==> config.mk <==
export PLATFORM = sky130hd
export DESIGN_NAME = stopwatch_ctrl_flat
export DESIGN_NICKNAME = d
export VERILOG_FILES = /design/src/rtl/stopwatch_if.sv /design/src/rtl/stopwatch_ctrl.sv /design/src/flat_wrapper.sv
export SDC_FILE = /design/constraint.sdc
export NUM_CORES = 1
export LEC_CHECK = 0
export BUFFER_PORTS_ARGS = -buffer_cell sky130_fd_sc_hd__buf_4
export CAP_MARGIN = 20
export CORE_ASPECT_RATIO = 1.5
export CORE_MARGIN = 3
export CORE_UTILIZATION = 35
export DETAILED_ROUTE_END_ITERATION = 16
export PLACE_DENSITY = 0.66
export SETUP_SLACK_MARGIN = 0.4
export SLEW_MARGIN = 40
export SYNTH_ARGS = -nofsm -noshare
export SYNTH_HDL_FRONTEND = slang
export SYNTH_SLANG_ARGS = --single-unit
==> constraint.sdc <==
create_clock -name clk -period 2 [get_ports clk]
set_input_delay 0.2 -clock clk [delete_from_list [all_inputs] [get_ports clk]]
set_output_delay 0.2 -clock clk [all_outputs]
set_load 0.05 [all_outputs]
==> src/rtl/stopwatch_if.sv <==
// Stopwatch controller handshake bundle: button/tick events in,
// BCD MM:SS digits and status flags out.
interface stopwatch_if;
  logic       sec_tick;
  logic       adj_tick;
  logic       pause_pulse;
  logic       clr_pulse;
  logic       sw_adj;
  logic       sw_sel;
  logic [3:0] min_tens;
  logic [3:0] min_ones;
  logic [3:0] sec_tens;
  logic [3:0] sec_ones;
  logic       adj;
  logic       select;
  logic       running;

  modport master (
    output sec_tick, adj_tick,
    output pause_pulse, clr_pulse,
    output sw_adj, sw_sel,
    input  min_tens, min_ones,
    input  sec_tens, sec_ones,
    input  adj, select, running
  );

  modport slave (
    input  sec_tick, adj_tick,
    input  pause_pulse, clr_pulse,
    input  sw_adj, sw_sel,
    output min_tens, min_ones,
    output sec_tens, sec_ones,
    output adj, select, running
  );
endinterface

==> src/rtl/stopwatch_ctrl.sv <==
// MM:SS stopwatch controller with PAUSED/RUN/ADJUST states,
// BCD counting and per-field adjust; all outputs registered.
module stopwatch_ctrl #(
  parameter bit ROLL_OVER = 1'b1,
  parameter bit START_RUN = 1'b0
) (
  input logic       clk,
  input logic       rst,
  stopwatch_if.slave sw
);

  typedef enum logic [1:0] {
    ST_PAUSED = 2'd0,
    ST_RUN    = 2'd1,
    ST_ADJUST = 2'd2
  } state_e;

  localparam state_e RST_STATE =
    START_RUN ? ST_RUN : ST_PAUSED;

  state_e     state_q, state_d;
  logic       resume_q, resume_d;
  logic       running_q, running_d;
  logic       adj_q, adj_d;
  logic       sel_q, sel_d;
  logic [3:0] min_tens_q, min_tens_d;
  logic [3:0] min_ones_q, min_ones_d;
  logic [3:0] sec_tens_q, sec_tens_d;
  logic [3:0] sec_ones_q, sec_ones_d;

  logic [7:0] sec_inc;
  logic [7:0] min_inc;
  logic       sec_carry;
  logic       at_max;

  // Two-digit BCD field increment, wrapping 59 -> 00.
  function automatic logic [7:0] inc60(
    input logic [3:0] t,
    input logic [3:0] o
  );
    if (o >= 4'd9) begin
      if (t >= 4'd5) return 8'h00;
      return {t + 4'd1, 4'd0};
    end
    return {t, o + 4'd1};
  endfunction

  assign sec_inc   = inc60(sec_tens_q, sec_ones_q);
  assign min_inc   = inc60(min_tens_q, min_ones_q);
  assign sec_carry = (sec_tens_q == 4'd5) &&
                     (sec_ones_q == 4'd9);
  assign at_max    = sec_carry &&
                     (min_tens_q == 4'd5) &&
                     (min_ones_q == 4'd9);

  always_comb begin
    state_d    = state_q;
    resume_d   = resume_q;
    min_tens_d = min_tens_q;
    min_ones_d = min_ones_q;
    sec_tens_d = sec_tens_q;
    sec_ones_d = sec_ones_q;
    adj_d      = sw.sw_adj;
    sel_d      = sw.sw_sel;

    if (sw.clr_pulse) begin
      state_d    = ST_PAUSED;
      resume_d   = 1'b0;
      min_tens_d = 4'd0;
      min_ones_d = 4'd0;
      sec_tens_d = 4'd0;
      sec_ones_d = 4'd0;
    end else if (sw.sw_adj &&
                 state_q != ST_ADJUST) begin
      state_d  = ST_ADJUST;
      resume_d = (state_q == ST_RUN);
    end else if (!sw.sw_adj &&
                 state_q == ST_ADJUST) begin
      state_d = resume_q ? ST_RUN : ST_PAUSED;
    end else if (state_q == ST_ADJUST) begin
      // Field choice uses the registered select, not the live switch.
      if (sw.adj_tick) begin
        if (sel_q) begin
          {sec_tens_d, sec_ones_d} = sec_inc;
        end else begin
          {min_tens_d, min_ones_d} = min_inc;
        end
      end
      if (sw.pause_pulse) resume_d = !resume_q;
    end else begin
      if (state_q == ST_RUN && sw.sec_tick) begin
        if (at_max && !ROLL_OVER) begin
          state_d = ST_PAUSED;
        end else begin
          {sec_tens_d, sec_ones_d} = sec_inc;
          if (sec_carry) begin
            {min_tens_d, min_ones_d} = min_inc;
          end
        end
      end
      if (sw.pause_pulse) begin
        state_d = (state_d == ST_RUN) ?
                  ST_PAUSED : ST_RUN;
      end
    end

    running_d = (state_d == ST_RUN);
  end

  always_ff @(posedge clk or posedge rst) begin
    if (rst) begin
      state_q    <= RST_STATE;
      resume_q   <= 1'b0;
      running_q  <= START_RUN;
      adj_q      <= 1'b0;
      sel_q      <= 1'b0;
      min_tens_q <= 4'd0;
      min_ones_q <= 4'd0;
      sec_tens_q <= 4'd0;
      sec_ones_q <= 4'd0;
    end else begin
      state_q    <= state_d;
      resume_q   <= resume_d;
      running_q  <= running_d;
      adj_q      <= adj_d;
      sel_q      <= sel_d;
      min_tens_q <= min_tens_d;
      min_ones_q <= min_ones_d;
      sec_tens_q <= sec_tens_d;
      sec_ones_q <= sec_ones_d;
    end
  end

  assign sw.min_tens = min_tens_q;
  assign sw.min_ones = min_ones_q;
  assign sw.sec_tens = sec_tens_q;
  assign sw.sec_ones = sec_ones_q;
  assign sw.adj      = adj_q;
  assign sw.select   = sel_q;
  assign sw.running  = running_q;

endmodule

==> src/flat_wrapper.sv <==
// flat-port wrapper written by rule: the top's interface ports become plain ports
module stopwatch_ctrl_flat 
#(
  parameter bit ROLL_OVER = 1'b1,
  parameter bit START_RUN = 1'b0
)
  (clk, rst, sw_sec_tick, sw_adj_tick, sw_pause_pulse, sw_clr_pulse, sw_sw_adj, sw_sw_sel, sw_min_tens, sw_min_ones, sw_sec_tens, sw_sec_ones, sw_adj, sw_select, sw_running);
  stopwatch_if sw_i ();
  input logic clk;
  input logic rst;
  input wire logic [$bits(sw_i.sec_tick)-1:0] sw_sec_tick;
  input wire logic [$bits(sw_i.adj_tick)-1:0] sw_adj_tick;
  input wire logic [$bits(sw_i.pause_pulse)-1:0] sw_pause_pulse;
  input wire logic [$bits(sw_i.clr_pulse)-1:0] sw_clr_pulse;
  input wire logic [$bits(sw_i.sw_adj)-1:0] sw_sw_adj;
  input wire logic [$bits(sw_i.sw_sel)-1:0] sw_sw_sel;
  output wire logic [$bits(sw_i.min_tens)-1:0] sw_min_tens;
  output wire logic [$bits(sw_i.min_ones)-1:0] sw_min_ones;
  output wire logic [$bits(sw_i.sec_tens)-1:0] sw_sec_tens;
  output wire logic [$bits(sw_i.sec_ones)-1:0] sw_sec_ones;
  output wire logic [$bits(sw_i.adj)-1:0] sw_adj;
  output wire logic [$bits(sw_i.select)-1:0] sw_select;
  output wire logic [$bits(sw_i.running)-1:0] sw_running;
  assign sw_i.sec_tick = sw_sec_tick;
  assign sw_i.adj_tick = sw_adj_tick;
  assign sw_i.pause_pulse = sw_pause_pulse;
  assign sw_i.clr_pulse = sw_clr_pulse;
  assign sw_i.sw_adj = sw_sw_adj;
  assign sw_i.sw_sel = sw_sw_sel;
  assign sw_min_tens = sw_i.min_tens;
  assign sw_min_ones = sw_i.min_ones;
  assign sw_sec_tens = sw_i.sec_tens;
  assign sw_sec_ones = sw_i.sec_ones;
  assign sw_adj = sw_i.adj;
  assign sw_select = sw_i.select;
  assign sw_running = sw_i.running;
  stopwatch_ctrl #(.ROLL_OVER(ROLL_OVER), .START_RUN(START_RUN)) u_core (.clk(clk), .rst(rst), .sw(sw_i));
endmodule
## Yosys cells after proc, flatten, opt, wreduce, memory -nomap -nowiden

Cells that the tools add are included.

- Register bits: 22
- Latch bits: 0
- Bits in writable memories: 0
- ROM bits: 0
- Input port bits: 8
- Output and inout port bits: 19
- Logic and storage cells: 98
- Memories kept: 0

- Add/subtract/negate cells: 4
- Multiply operators: 0
- Divide/modulo/power cells: 0
- Magnitude comparators: 4
- Eq/ne operators: 12
- Shifts and indexed selects: 0
- Mux-type cells: 56
- Bitwise logic cells: 0
- Reductions and logical operators: 13

Operators by type and width:

| operator | count |
|---|---|
| two-way mux 4 bit | 30 |
| two-way mux 8 bit | 8 |
| adder 4 x 1 -> 4 bit (second input constant) | 4 |
| two-way mux 1 bit | 13 |
| nonzero test 3 bit | 4 |
| two-way mux 2 bit | 5 |
| >= comparator 4 x 3 -> 1 bit (second input constant) | 2 |
| >= comparator 4 bit (second input constant) | 2 |
| != test 2 bit (second input constant) | 3 |
| != test 3 x 2 -> 1 bit (second input constant) | 2 |
| != test 3 bit (second input constant) | 2 |
| AND reduction 6 bit | 1 |
| AND reduction 5 bit | 1 |
| equality test 2 x 1 -> 1 bit (second input constant) | 2 |
| equality test 4 x 3 -> 1 bit (second input constant) | 1 |
| equality test 4 bit (second input constant) | 1 |
| logical AND 1 bit | 4 |
| AND reduction 3 bit | 1 |
| equality test 2 bit (second input constant) | 1 |
| zero test 1 bit | 2 |

## Depth between registers and ports, before layout

Gate-level depths: netlist (run 1).

- Depth in word-level cells: 12
- Gate-level depth with buffers: 6
- Depth with buffers taken out: 6

## Worst setup path after synthesis (run 1)

OpenSTA, ideal clock, no wires.

- Kind: register -> register
- Start: register u_core.sec_ones_q[0] (netlist: u_core.sw.sec_ones[0])
- End: register u_core.min_ones_q[0] (netlist: u_core.sw.min_ones[0])
- Library setup time: 0.128 ns
- Arrival: 2.024 ns
- Data required time: 1.872 ns
- Slack: -0.152 ns
- Cell stages (with the launch flop): 6
- Buffers on the path: 0
- Clock period less this slack: 2.152 ns
- Cells stage by stage: dfrtp_1 -> ha_1 -> nand2b_1 -> or4_4 -> a21oi_4 -> mux2_1

- Longest elaborated chain between the ends: 4

Ends and longest elaborated chain:

| element | line | RTL |
|---|---|---|
| from (decl) | stopwatch_ctrl.sv:29 | `logic [3:0] sec_ones_q, sec_ones_d;` |
| from (signal assigned) | stopwatch_ctrl.sv:130 | `sec_ones_q <= sec_ones_d;` |
| equality test 4 bit | stopwatch_ctrl.sv:51 | `(sec_ones_q == 4'd9);` |
| logical AND 1 bit | stopwatch_ctrl.sv:50 | `assign sec_carry = (sec_tens_q == 4'd5) &&` |
| nonzero test 3 bit (no line) | n/a |  |
| AND reduction 6 bit (no line) | n/a |  |
| to (signal assigned) | stopwatch_ctrl.sv:128 | `min_ones_q <= min_ones_d;` |
| to (decl) | stopwatch_ctrl.sv:27 | `logic [3:0] min_ones_q, min_ones_d;` |

Every way passes these cells.
A chain may end at the register's enable or synchronous reset.

## Worst setup path after layout (run 1)

- Start: register u_core.sec_tens_q[1] (netlist: u_core.sw.sec_tens[1])
- End: register u_core.min_tens_q[0] (netlist: u_core.sw.min_tens[0])

- Longest elaborated chain between the ends: 4

Ends and longest elaborated chain:

| element | line | RTL |
|---|---|---|
| from (decl) | stopwatch_ctrl.sv:28 | `logic [3:0] sec_tens_q, sec_tens_d;` |
| from (signal assigned) | stopwatch_ctrl.sv:129 | `sec_tens_q <= sec_tens_d;` |
| equality test 4 x 3 -> 1 bit | stopwatch_ctrl.sv:50 |  |
| logical AND 1 bit | stopwatch_ctrl.sv:50 |  |
| nonzero test 3 bit (no line) | n/a |  |
| AND reduction 6 bit (no line) | n/a |  |
| to (signal assigned) | stopwatch_ctrl.sv:127 | `min_tens_q <= min_tens_d;` |
| to (decl) | stopwatch_ctrl.sv:26 | `logic [3:0] min_tens_q, min_tens_d;` |

Every way passes these cells.

==> results of run 1 <==
## flip-flops by register name, indices dropped and copies added (netlist names)
| signal | cells |
|---|---|
| u_core.state_q | 2 |
| u_core.resume_q | 1 |
| u_core.sw.running | 1 |
| u_core.sw.min_ones | 4 |
| u_core.sw.sec_ones | 4 |
| u_core.sw.select | 1 |
| u_core.sw.adj | 1 |
| u_core.sw.sec_tens | 4 |
| u_core.sw.min_tens | 4 |
## through the flow
| step | total power, W | utilization |
|---|---|---|
| 3_5_place_dp | 0.000969 | 0.461 |
| 3_3_place_gp | 0.000954 | 0.461 |
| 2_1_floorplan | 0.000835 | - |
| 6_report | 0.00135 | 0.527 |
| 4_1_cts | 0.00135 | 0.505 |
| 5_1_grt | 0.00143 | 0.527 |
## metal layers
layer / GRT usage / share of wire / vias to the layer above
li1: - / - / 582
met1: 0.167 / 0.40 / 609
met2: 0.273 / 0.56 / 20
met3: 0.0264 / 0.034 / 4
met4: 0.0464 / 0.012 / 0
met5: 0 / 0 / -
## cell usage in the layout (no fill, tap or decap), drive strengths merged, types with 2 or more instances in the layout
cell and count:
buf 44, dfrtp 22, inv 15, ha 12, nor2 9, nand3 8
a21oi 6, mux2i 5, nand2b 5, a211oi 5, o21ai 5, nand2 4
clkbuf 4, nor3 4, a2111oi 3, a21o 2, xor2 2, a31oi 2
or3b 2, o22ai 2
## repair_timing
item,CTS,global route
setup endpoints to repair,15,16
setup buffers,8,3
gates resized for setup,13,13
hold buffers,0,0
cloned,0,0
pin swaps,10,14
## cells by family (layout without fill, tap and decap cells)
family	Yosys count	after routing
simple gates	42	42
compound gates	34	34
flops	22	22
buf+inv	17	63
fa+ha+maj	12	12
mux	6	6
xor+xnor	2	2
## worst min-delay path by stage
stage                                        end       from  depth (start not counted)  slack [ps]
2_1_floorplan        u_core.resume_q$_DFFE_PP0P_        rst                          1         190
3_3_place_gp   u_core.sw.sec_tens[2]$_DFFE_PP0P_        rst                          2         300
3_5_place_dp   u_core.sw.min_ones[1]$_DFFE_PP0P_        rst                          2         300
4_1_cts              u_core.state_q[1]$_DFF_PP0_        rst                          2          20
5_1_grt               u_core.sw.select$_DFF_PP0_  sw_sw_sel                          1          30
6_report       u_core.sw.sec_tens[2]$_DFFE_PP0P_        rst                          2          10
## final cells by class
class / count / area [µm²] / share of cell area
Multi-Input combinational cell: 96 / 881 / 0.450
Inverter: 15 / 61.3 / 0.0313
Clock buffer: 4 / 55.1 / 0.0281
Tap cell: 43 / 53.8 / 0.0275
Sequential cell: 22 / 561 / 0.286
Timing Repair Buffer: 44 / 345 / 0.176
## where the power goes
group          leakage, nW  internal, W  switching [W]
clock network       0.0288     0.000175       0.000140
logic                0.573     0.000207       0.000302
registers            0.283     0.000484      0.0000449
==> run metrics, run 1 <==
Setup crit start kind flip-flop; Final Skew around 5.8 ps; vias in the first global route roughly 1200; gr usage total 0.146; count leader, synth dfrtp_1; worst stage delay on the critical path roughly 540 ps; R2R cell count 7; Die Area between 0.004 and 0.005 mm²; Layout fillers 357; post-synth top area cell dfrtp_1; Worst Path Buf+Inv 2; initial antenna violation count 0; final hold slack approximately 11 ps; post-synthesis area per instance about 10 µm²; H-tree lvl count 1; largest net degree at the start of global routing 17; slew margin rel. 0.540; number of CTS-inserted buffers 3; Sink Count 22; Layout Cells excl Fill 224; antenna-violating nets left 0; Syn Nets 155; post-synthesis cell count 135; TritonRoute pass-1 iters 4; post-synthesis register bit count 22; Area contributors post-synth dfrtp_1 40%, ha_1 11%, inv_1 4.1%; setup TNS 0 ps; RSZ-0062 raised after global routing true; vias per cell 5.42; Longest Clk Path Bufs 2; starting DRC count in detailed routing 19; min Tclk post-route between 1500 and 2000 ps; post-synth cell types between 40 and 50; global-route wire length before repair roughly 5500 µm; Commonest cells post-synth 22 x dfrtp_1, 15 x inv_1, 12 x ha_1, 9 x nor2_1, 8 x nand3_1; Area Overhead vs Synth 43.4%; Cells after DPL roughly 210; core area 0.00372 mm²; crit path cell chain inv_4, ha_4, nand3b_1, or4_4, a211oi_4, buf_4, o2bb2ai_2; Worst EP required 2150 ps; Post-Synth Adder-Cell Area 0.110; fmax roughly 530 MHz; largest family of logic cells by synthesized area compound AO/OA/AOI/OAI gates; clock latency at the later pin of the worst-skew pair 260 ps; cell leakage power a little under 0.9 nW; Post-synth ARST share 1.00; Critical Path Slowest Stage Cell or4_4; clk slew on worst S/H paths approximately 80 ps; CTS tree yes; crit end category flip-flop; Post-Synth XOR/XNOR Area 0.0128; post-detail-place hpwl 2410 µm; Die Height between 80 and 90 µm; synthesized area about 0.0014 mm²; Max-Cap Viols 0; DRC Markers 0; top-area cell type share of the netlist area 0.403; Row Count 27; dpl ws 100 ps; PwrDens 692 mW/mm²; n_diodes 0; Hold Vio Cnt, Final 0; final net count about 200; critical path class reg2reg; setup violators final 0; Compound-Gate Fraction of Synth Area 0.194; Seq/Total Area, Yosys 0.403; Post-synth EDFFs 0; Tcrit/Tclk final 0.945; I/O Buffers 26; placed inst area approximately 0.0017 mm²; Post-Synth Simple-Gate Area 0.185; share of cells above drive strength 1 0.475; delay-heaviest family, CP simple AND/OR/NAND/NOR gates; HP Class in2async; Ports 27; Pins Over Slew Limit 0; post-route cell area 0.00196 mm²; CTS root buffer clkbuf_8; Routed WL ~3300 µm; Worst Max-Slew Pin Slew just under 700 ps; mux contribution to synthesized area 0.0449; Synth warnings 0; crit path DAT roughly 2000 ps; die span in x 57.0 µm; Final GP Congestion about 0.77; critical path depth 7; post-detailed-route wirelength per cell around 15 µm; Starting Density 0.367; VDD IR max 0.000514 V; R2R Setup Slk 110 ps; main flop type after synthesis dfrtp_1; vias around 1200; gr ovfl total 0; worst r2r dst u_core.sw.min_tens[0]$_DFFE_PP0P_; FF-to-FF Start u_core.sw.sec_tens[1]$_DFFE_PP0P_; crit-path max FO 5; status complete, no violations; final setup margin 111 ps; Worst Setup SP u_core.sw.sec_tens[1]$_DFFE_PP0P_; CP Capture Point u_core.sw.min_tens[0]$_DFFE_PP0P_
(Power assumes the default switching activity.)
==> run 2, diff against run 1 <==
CORE_ASPECT_RATIO = 1.25   (was 1.5)
TNS_END_PERCENT = 50   (was unset)
==> run metrics, run 2 (synthesis results as in run 1) <==
status complete, no violations; clk slew on worst S/H paths roughly 80 ps; worst stage delay on the critical path between 500 and 600 ps; antenna-violating nets left 0; fmax roughly 530 MHz; setup TNS 0 ps; gr usage total 0.158; I/O Buffers 26; Sink Count 22; largest net degree at the start of global routing 23; vias between 1000 and 1500; Worst Max-Slew Pin Slew 673 ps; final hold slack around 45 ps; R2R Setup Slk around 110 ps; cell leakage power 0.846 nW; final net count 198; crit-path max FO 4; Worst EP required ~2200 ps; Longest Clk Path Bufs 2; flip-flop and latch area approximately 560 µm²; delay-heaviest family, CP simple AND/OR/NAND/NOR gates; Hold Vio Cnt, Final 0; area of the multi-input gates a little over 800 µm²; number of CTS-inserted buffers 3; Row Count 24; n_diodes 0; critical path depth 6; HP Class in2reg; crit path DAT roughly 2100 ps; post-route cell area 0.00184 mm²; CTS tree yes; Routed WL 3210 µm; placed inst area between 0.0015 and 0.002 mm²; Max-Cap Viols 0; Tcrit/Tclk final 0.947; setup violators final 0; crit path cell chain inv_2, ha_4, nand3b_1, or4_4, a221o_1, a32o_1; most common cell after layout, fill and taps aside buf_4; critical path class reg2reg; vias per cell roughly 5.5; post-detailed-route wirelength per cell about 15 µm; worst hold path depth 1; R2R cell count 6; TritonRoute pass-1 iters 4; commonest cells after routing, fill and taps aside 37 x buf_4, 15 x dfrtp_1, 12 x inv_1; slew margin rel. 0.551; starting DRC count in detailed routing 25; VDD IR max 0.000621 V; core area around 0.0036 mm²; Starting Density 0.379; Pins Over Slew Limit 0; Layout fillers approximately 340; Worst Path Buf+Inv 1; vias in the first global route around 1200; initial antenna violation count 0; crit end category flip-flop; Ports 27; share of cells above drive strength 1 0.390; clock latency at the later pin of the worst-skew pair around 260 ps; Setup crit start kind flip-flop; global-route wire length before repair about 5500 µm; gr ovfl total 0; min Tclk post-route roughly 1900 ps; Die Area approximately 0.0047 mm²; Area Overhead vs Synth 35.1%; RSZ-0062 raised after global routing true; CTS root buffer clkbuf_8; worst r2r dst u_core.sw.min_ones[2]$_DFFE_PP0P_; Worst Setup SP u_core.sw.sec_tens[1]$_DFFE_PP0P_; Hold Path Origin sw_sw_sel; post-detail-place hpwl between 2000 and 2500 µm; Die Height ~76 µm; DRC Markers 0; H-tree lvl count 1; Final Skew between 9 and 10 ps; Hold Path End u_core.sw.select$_DFF_PP0_; FF-to-FF Start u_core.sw.sec_tens[1]$_DFFE_PP0P_; PwrDens about 700 mW/mm²; die span in x slightly above 60 µm; Final GP Congestion approximately 0.8; Critical Path Slowest Stage Cell or4_4
run 2: layout make-up:
class / instances / share of cell area
clock buffers: 4 / 0.0244
inverters: 15 / 0.0305
multi-input cells: 96 / 0.447
flip-flops and latches: 22 / 0.303
well taps: 39 / 0.0265
repair buffers: 40 / 0.168
run 2: metal layers:
layer	wire length (µm)	global-route usage	vias up
li1	-	-	572
met1	1330	0.195	584
met2	1690	0.271	35
met3	123	0.0220	7
met4	56	0.0637	0
met5	0	0	-
run 2: where the power goes:
part | internal, W | switching [W]
clock | 0.000142 | 0.000145
sequential | 0.000484 | 0.0000489
combinational | 0.000178 | 0.000280
total | 0.000805 | 0.000474
run 2: worst max path at each step:
stage / end
floorplan: u_core.sw.min_ones[0]$_DFFE_PP0P_
detailed placement: u_core.sw.min_ones[2]$_DFFE_PP0P_
global route: u_core.sw.min_ones[2]$_DFFE_PP0P_
global placement: u_core.sw.min_ones[2]$_DFFE_PP0P_
finish: u_core.sw.min_ones[2]$_DFFE_PP0P_
CTS: u_core.sw.min_ones[2]$_DFFE_PP0P_
run 2: metrics by stage:
stage          std cells  power, W   util  setup WS [ps]
2_1_floorplan        135  0.000830      -          -16.1
3_3_place_gp         204  0.000945  0.469            127
3_5_place_dp         204  0.000959  0.469           76.7
4_1_cts              213   0.00127  0.498            102
5_1_grt              216   0.00135  0.512           28.4
6_report             216   0.00128  0.512            106
run 2: timing repair:
item | CTS | global route
resized for setup | 3 | 6
setup buffers | 4 | 3
gates cloned | 0 | 0
hold buffers | 1 | 0
pin swaps | 5 | 8
endpoints found under the hold margin | 22 | 0
endpoints found under the setup margin | 16 | 16
==> run 3, diff against run 2 <==
ABC_AREA = 1   (was unset)
PLACE_DENSITY = 0.65   (was 0.66)
==> run metrics, run 3 <==
status complete, no violations; crit-path max FO 5; post-detailed-route wirelength per cell ~11 µm; top-area cell type share of the netlist area 0.355; Comb pwr share 0.330; post-synthesis area per instance roughly 7 µm²; Post-synth ARST share 1.00; R2R cell count 11; critical path class reg2reg; post-synth top area cell dfrtp_1; Routed WL 3320 µm; P_int between 0.0008 and 0.0009 W; setup violators final 0; CTS root buffer clkbuf_8; slew margin rel. 0.654; Worst EP required ~2200 ps; Post-synth EDFFs 0; most common cell after layout, fill and taps aside nand2_1; Final GP Congestion between 0.8 and 0.9; VDD IR max about 0.00046 V; Sink Count 22; clk slew on worst S/H paths about 80 ps; H-tree lvl count 1; Hold Path Origin sw_sw_sel; fmax between 600 and 700 MHz; mux contribution to synthesized area 0; share of cells above drive strength 1 0.304; gr ovfl total 0; setup TNS 0 ps; Max-Cap Viols 0; I/O Buffers 26; Pins Over Slew Limit 0; n_diodes 0; Post-Synth Adder-Cell Area 0.0969; FF-to-FF Start u_core.sw.sec_tens[1]$_DFFE_PP0P_; Sw Share 0.375; CTS tree yes; main flop type after synthesis dfrtp_1; post-synth cell types 22; vias per cell approximately 4.7; Clock Power Share 0.254; global-route wire length before repair ~5900 µm; R2R Setup Slk about 500 ps; Starting Density 0.372; post-synthesis register bit count 22; vias 1453; DRC Markers 0; Post-Synth XOR/XNOR Area 0.0283; Synth warnings 0; core area roughly 0.0042 mm²; post-detail-place hpwl 2470 µm; commonest cells after routing, fill and taps aside 53 x nand2_1, 30 x buf_4, 27 x nand3_1; Ports 27; Hold Vio Cnt, Final 0; Die Height between 80 and 90 µm; final net count 271; gr usage total 0.143; Setup crit start kind flip-flop; largest net degree at the start of global routing 14; RSZ-0062 raised after global routing true; share of power burned in registers 0.416; Worst Path Buf+Inv 3; starting DRC count in detailed routing 69; Critical Path Slowest Stage Cell dfrtp_2; delay-heaviest family, CP simple AND/OR/NAND/NOR gates; die span in x roughly 66 µm; Area Overhead vs Synth 26.4%; worst r2r dst u_core.sw.min_ones[2]$_DFFE_PP0P_; Seq/Total Area, Yosys 0.355; Worst Max-Slew Pin Slew between 500 and 600 ps; Area contributors post-synth dfrtp_1 36%, nand2_1 14%, ha_1 9.7%; crit path cell chain inv_2, ha_4, nand2_2, inv_2, nand2_2, nor2_2, nor2_2, nor2_4, buf_6, nand3_1, nand2_1; Commonest cells post-synth 56 x nand2_1, 28 x nand3_1, 27 x inv_1, 25 x nor2_1, 22 x dfrtp_1; largest family of logic cells by synthesized area simple AND/OR/NAND/NOR gates; Compound-Gate Fraction of Synth Area 0.0412; Row Count 26; Final Skew ~4.5 ps; count leader, synth nand2_1; clock latency at the later pin of the worst-skew pair roughly 270 ps; worst stage delay on the critical path 450 ps; crit end category flip-flop; PwrDens between 600 and 700 mW/mm²; initial antenna violation count 0; Layout fillers 450; Post-Synth Simple-Gate Area 0.391; antenna-violating nets left 0; Die Area around 0.0053 mm²; cell leakage power about 1 nW; Tcrit/Tclk final 0.750; worst hold path depth 1; final hold slack roughly 34 ps; synthesized area about 0.0015 mm²; Psw between 0.0004 and 0.0005 W; HP Class in2reg; crit path DAT about 1700 ps; Hold Path End u_core.sw.select$_DFF_PP0_; post-synthesis cell count approximately 220; min Tclk post-route 1500 ps; Syn Nets 236; Longest Clk Path Bufs 2; number of CTS-inserted buffers 3; vias in the first global route around 1400; TritonRoute pass-1 iters 4
run 3: changes by cell type in the layout (fill, tap and decap cells not counted), moves of 5 or more:
cell      before  now
buf_4         37   30
inv_1         12   23
inv_2          3    8
mux2i_1        5    0
nand2_1        4   53
nand2_2        0    6
nand2b_1       5    0
nand3_1        8   27
nor2_1         8   23
nor2_2         1    7
run 3: final cells by class:
cell class                 instances  area, µm²  share of cell area
clock buffer                       4       55.1              0.0281
inverter                          31        116              0.0594
multi-input combinational        161        912               0.466
sequential                        22        558               0.285
tap                               56       70.1              0.0358
timing repair buffer              32        246               0.126
run 3: worst max path at each step:
stage / startpoint / to / slack, ps / depth (start not counted)
after global placement: u_core.sw.min_ones[1]$_DFFE_PP0P_ / u_core.sw.min_tens[3]$_DFFE_PP0P_ / 440 / 9
after global routing: u_core.sw.min_ones[1]$_DFFE_PP0P_ / u_core.sw.min_tens[1]$_DFFE_PP0P_ / 370 / 10
final: u_core.sw.sec_tens[1]$_DFFE_PP0P_ / u_core.sw.min_ones[2]$_DFFE_PP0P_ / 500 / 11
after detailed placement: u_core.sw.min_ones[1]$_DFFE_PP0P_ / u_core.sw.min_tens[1]$_DFFE_PP0P_ / 430 / 9
after floorplan: u_core.sw.sec_ones[1]$_DFFE_PP0P_ / u_core.sw.sec_tens[2]$_DFFE_PP0P_ / 430 / 9
after CTS: u_core.sw.min_ones[1]$_DFFE_PP0P_ / u_core.sw.min_tens[1]$_DFFE_PP0P_ / 410 / 9
run 3: routing by layer:
| layer | GRT usage | vias up | share of wire |
|---|---|---|---|
| met1 | 0.181 | 671 | 0.44 |
| li1 | - | 746 | - |
| met2 | 0.229 | 29 | 0.50 |
| met4 | 0.0809 | 0 | 0.027 |
| met5 | 0 | - | 0 |
| met3 | 0.0210 | 7 | 0.030 |
run 3: logic make-up after synthesis:
logic type	count (synthesis)
AOI/OAI and AO/OA	12
xor gates and xnor gates	5
adders and majority gates	12
buffers and inverters	33
DFF	22
and+or+nand+nor	132
run 3: stage by stage:
step,setup WS (ps),cell area (µm²),util,instances,power (W)
3_3_place_gp,440,1820,0.437,298,0.000952
4_1_cts,407,1880,0.452,303,0.00128
3_5_place_dp,427,1820,0.437,298,0.000954
6_report,501,1960,0.470,306,0.00128
2_1_floorplan,430,1560,-,216,0.000840
5_1_grt,369,1960,0.470,306,0.00137
run 3: timing repair:
action,CTS,global route
buffers inserted,0,3
endpoints found under the hold margin,11,0
resized for setup,0,18
endpoints found under the setup margin,0,12
hold buffers,1,0
run 3: power by group through the flow:
stage | clock, W | sequential [W] | combinational, W
2_1_floorplan | 0 | 0.000647 | 0.000193
3_5_place_dp | 0 | 0.000541 | 0.000412
4_1_cts | 0.000336 | 0.000532 | 0.000415
3_3_place_gp | 0 | 0.000541 | 0.000411
5_1_grt | 0.000354 | 0.000542 | 0.000472
6_report | 0.000326 | 0.000533 | 0.000424
run 3: worst reg2reg max path, delay by kind of cell (launching register included):
kind,cells,cell delay (ps)
simple gates,7,590
flops,1,450
fa+ha+maj,1,130
buf+inv,3,290
